$ cat config.mk
export PLATFORM = sky130hd
export DESIGN_NAME = tmds_encoder
export DESIGN_NICKNAME = d
export VERILOG_FILES = /design/src/rtl/tmds_encoder.sv
export SDC_FILE = /design/constraint.sdc
export NUM_CORES = 1
export LEC_CHECK = 0
export BUFFER_PORTS_ARGS = -buffer_cell sky130_fd_sc_hd__buf_2
export CORE_MARGIN = 2
export CORE_UTILIZATION = 55
export DETAILED_ROUTE_END_ITERATION = 10
export PLACE_DENSITY_LB_ADDON = 0.2
export SLEW_MARGIN = 20
export SYNTH_ARGS = -nofsm -noshare
export SYNTH_HDL_FRONTEND = slang
export SYNTH_SLANG_ARGS = --single-unit
$ cat constraint.sdc
create_clock -name clk -period 6.5 [get_ports clk]
set_input_delay 0.975 -clock clk [delete_from_list [all_inputs] [get_ports clk]]
set_output_delay 0.975 -clock clk [all_outputs]
set_load 0.005 [all_outputs]
$ cat src/rtl/tmds_encoder.sv
// DVI 8b/10b TMDS encoder for one colour lane: 8-bit data or 2 control bits in, one 10-bit symbol out per clk.
// Latency: 2 register stages (q_m, then symbol + running disparity); no backpressure, accepts every cycle.
module tmds_encoder #(
    parameter logic [9:0] RESET_SYMBOL = 10'h354
) (
    input  logic       clk,
    input  logic       rst_n,
    input  logic       de,
    input  logic [1:0] ctrl,
    input  logic [7:0] data,
    output logic [9:0] tmds
);

    function automatic logic [3:0] popcount8(input logic [7:0] v);
        logic [3:0] n;
        n = 4'd0;
        for (int i = 0; i < 8; i++) n = n + {3'b000, v[i]};
        return n;
    endfunction

    // Transition-minimising stage: bit 8 records which chain (1 = XOR, 0 = XNOR) was used.
    function automatic logic [8:0] transition_min(input logic [7:0] d);
        logic [3:0] ones;
        logic       use_xnor;
        logic [8:0] q;
        ones     = popcount8(d);
        use_xnor = (ones > 4'd4) || ((ones == 4'd4) && !d[0]);
        q        = '0;
        q[0]     = d[0];
        for (int i = 1; i < 8; i++)
            q[i] = use_xnor ? ~(q[i-1] ^ d[i]) : (q[i-1] ^ d[i]);
        q[8] = ~use_xnor;
        return q;
    endfunction

    logic [8:0]        s1_qm;
    logic              s1_de;
    logic [1:0]        s1_ctrl;
    logic signed [4:0] cnt;

    always_ff @(posedge clk or negedge rst_n) begin
        if (!rst_n) begin
            s1_qm   <= '0;
            s1_de   <= 1'b0;
            s1_ctrl <= 2'b00;
        end else begin
            s1_qm   <= transition_min(data);
            s1_de   <= de;
            s1_ctrl <= ctrl;
        end
    end

    logic [3:0]        qm_ones;
    logic signed [4:0] qm_disp;
    logic              cnt_pos;
    logic              cnt_neg;
    logic              disp_pos;
    logic              disp_neg;
    logic [9:0]        tmds_d;
    logic signed [4:0] cnt_d;

    // qm_disp = ones - zeros of q_m[7:0] = 2*ones - 8, always within -8..+8.
    assign qm_ones  = popcount8(s1_qm[7:0]);
    assign qm_disp  = $signed({qm_ones, 1'b0}) - 5'sd8;
    assign cnt_neg  = cnt[4];
    assign cnt_pos  = !cnt[4] && (cnt != 5'sd0);
    assign disp_neg = qm_disp[4];
    assign disp_pos = !qm_disp[4] && (qm_disp != 5'sd0);

    always_comb begin
        tmds_d = {1'b0, s1_qm[8], s1_qm[7:0]};
        cnt_d  = cnt + qm_disp - (s1_qm[8] ? 5'sd0 : 5'sd2);
        if (!s1_de) begin
            case (s1_ctrl)
                2'b00:   tmds_d = 10'h354;
                2'b01:   tmds_d = 10'h0AB;
                2'b10:   tmds_d = 10'h154;
                default: tmds_d = 10'h2AB;
            endcase
            cnt_d = 5'sd0;
        end else if ((cnt == 5'sd0) || (qm_disp == 5'sd0)) begin
            tmds_d = s1_qm[8] ? {2'b01, s1_qm[7:0]} : {2'b10, ~s1_qm[7:0]};
            cnt_d  = s1_qm[8] ? (cnt + qm_disp) : (cnt - qm_disp);
        end else if ((cnt_pos && disp_pos) || (cnt_neg && disp_neg)) begin
            // Invert the payload to pull the running disparity back toward zero.
            tmds_d = {1'b1, s1_qm[8], ~s1_qm[7:0]};
            cnt_d  = cnt + (s1_qm[8] ? 5'sd2 : 5'sd0) - qm_disp;
        end
    end

    always_ff @(posedge clk or negedge rst_n) begin
        if (!rst_n) begin
            tmds <= RESET_SYMBOL;
            cnt  <= 5'sd0;
        end else begin
            tmds <= tmds_d;
            cnt  <= cnt_d;
        end
    end

endmodule

==> flow_summary.ini <==
[layout]
final_common_cell = inv_1
diodes = 0
nFillCells = 278
layout_common_cells = 33 x inv_1, 23 x ha_1, 22 x buf_2, 21 x dfrtp_1, 17 x a21oi_1
drive_gt1_frac = 0.195
fin_nets = 255
final_area_um2 = 2220
syn_to_final_growth_pct = 10.6

[min_path]
worstHoldPathType = in -> async

[cts]
clock_sinks = 26
cts_tree = yes
hold_buffers = 0
clk_pin_slew_ps = 140
cts_root_buf = clkbuf_4
htreeDepth = 1
cts_setup_buffers = 0
clockBufferDepth = 2
clkLatencyLatePin_ps = 330
cts_buffers = 3
cts.repair.resized = 0

[grt]
globalRouteMet3Util = 0.0106
top_usage_layer = met2
grt_pass1_wl_um = 6290
use_met2 = 0.346
antenna_found_initial = 0
grtUsageMet1 = 0.254
overflow = 0
grt_pass1_vias = 1356
grt_max_degree = 27
globalRouteTotalUtil = 0.197

[critical_path]
path_depth = 14
reg2reg_depth = 14
r2r-start = s1_qm[0]$_DFF_PN0_
crit_path_top_delay_cell = fa_1
cp.buffers_inverters = 3
end_kind = flop
cpPeakStageDelay_ps = 580
worst_path_most_repeated_cell = fa_1
crit_path_end = cnt[4]$_DFF_PN0_
worstSetupStartpoint = s1_qm[0]$_DFF_PN0_
worstPathRequired_ps = 6730
path_cells = fa_1 > inv_1 > fa_1 > fa_1 > inv_1 > ha_1 > fa_1 > inv_1 > fa_1 > xor2_1 > nor2_1 > xor3_1 > and2_0 > o311a_1
reg2reg_slack_ps = 1920
crit_family = adder cells
worstReg2RegEnd = cnt[4]$_DFF_PN0_
worstSetupPathType = reg -> reg
cp-start-kind = flop
cp_max_fo = 4
arrival_ps = 4810

[timing]
rsz0062_at_grt = no
clock.fmax_mhz = 218
worstMarginPinSlew_ps = 607
clock_skew_ps = 1.86
slew-limit-headroom = 0.593
setup_violations = 0
slew_viol_final = 0
period_needed_ps = 4580
finalHoldViolCount = 0
period_share = 0.705
layout_setup_ws_ps = 1920
tns_ps = 0

[floorplan]
fp.dieH_um = 64.4
die_area_um2 = 4150
core_um2 = 3420
ios = 23
rows = 21
die_w_um = 64.4
start_util = 0.587

[route]
via_per_inst = 5.27
wl_per_cell_um = 14.2
drt_iter0_drc = 50
drt-total-wl_um = 3560
firstDrtPassIters = 4
vias = 1323
ant_nets = 0
drcViolationCount = 0

[logic_synthesis]
synth_area_per_cell_um2 = 11.1
syn_nets = 230
synth_area_um2 = 2010
synth_seq_cells = 26
netlist_instances = 181
async_reset_ff_frac = 1.00
synthTopCellsByArea = dfrtp_1 26%, ha_1 14%, fa_1 13%
yosys.area.top_type = dfrtp_1
synth-edff-count = 0
seq_area_frac_synth = 0.328
synthFlopType = dfrtp_1
synth_cell_types = 36
synth_top_area_share = 0.262
yosysWarnings = 0

[placement]
port_buffers = 22
dp_hpwl_um = 2850
place_area_um2 = 2170
preCtsSetupSlack_ps = 1940
gp_congestion = 0.869

[outcome]
status = completed

[flow_run]
max-cap-violations = 0
[kinds of logic (layout without fill, tap and decap cells)]
kind of cell	count (synthesis)	count (layout)	synth area share
xor gates and xnor gates	28	28	0.149
and+or+nand+nor	24	24	0.0674
buffers and inverters	35	59	0.0655
AOI/OAI and AO/OA	31	31	0.112
adders and majority gates	36	36	0.273
DFF	26	26	0.328
muxes	1	1	0.00499
[metal layers]
layer,part of all wire,up-vias
met5,0,-
met4,0.0070,0
met3,0.041,2
met2,0.51,38
met1,0.44,659
li1,-,624
[synthesized netlist by cell type, types with 4 or more instances]
cell,instances
a21oi_1,17
dfrtp_1,21
dfstp_2,5
fa_1,13
ha_1,23
inv_1,33
nand2_1,5
nor2_1,4
nor2b_1,4
xnor2_1,13
xor2_1,10
[sequential cells by signal (all words and copies together), names as in the netlist]
register / count
tmds: 10
s1_qm: 9
s1_ctrl: 2
s1_de: 1
cnt: 4
[worst min path at each step]
stage                       startpoint                 to  slack, ps
floorplan           s1_qm[2]$_DFF_PN0_  tmds[2]$_DFF_PN1_        550
global placement    s1_qm[2]$_DFF_PN0_  tmds[2]$_DFF_PN1_        600
detailed placement  s1_qm[4]$_DFF_PN0_  tmds[4]$_DFF_PN1_        630
CTS                              rst_n   cnt[2]$_DFF_PN0_        620
global route                     rst_n    s1_de$_DFF_PN0_        630
finish                           rst_n    s1_de$_DFF_PN0_        610
[metrics by stage]
| step | std cells | util | hold slack (ps) |
|---|---|---|---|
| after floorplan | 181 | - | 550 |
| after global placement | 247 | 0.634 | 597 |
| after CTS | 251 | 0.649 | 623 |
| after global routing | 251 | 0.649 | 635 |
| after detailed placement | 247 | 0.634 | 626 |
| final | 251 | 0.649 | 607 |
[layout make-up]
type / instances / area [um^2] / share of cell area
sequential: 26 / 657 / 0.296
tap: 46 / 57.6 / 0.0259
clock buffer: 3 / 22.5 / 0.0102
multi-input combinational: 120 / 1220 / 0.549
clock inverter: 1 / 30.0 / 0.0135
timing repair buffer: 22 / 110 / 0.0496
inverter: 33 / 124 / 0.0558
Power is not shown: default switching activity piles up to over one toggle a cycle in this logic, so the estimate is an artifact.
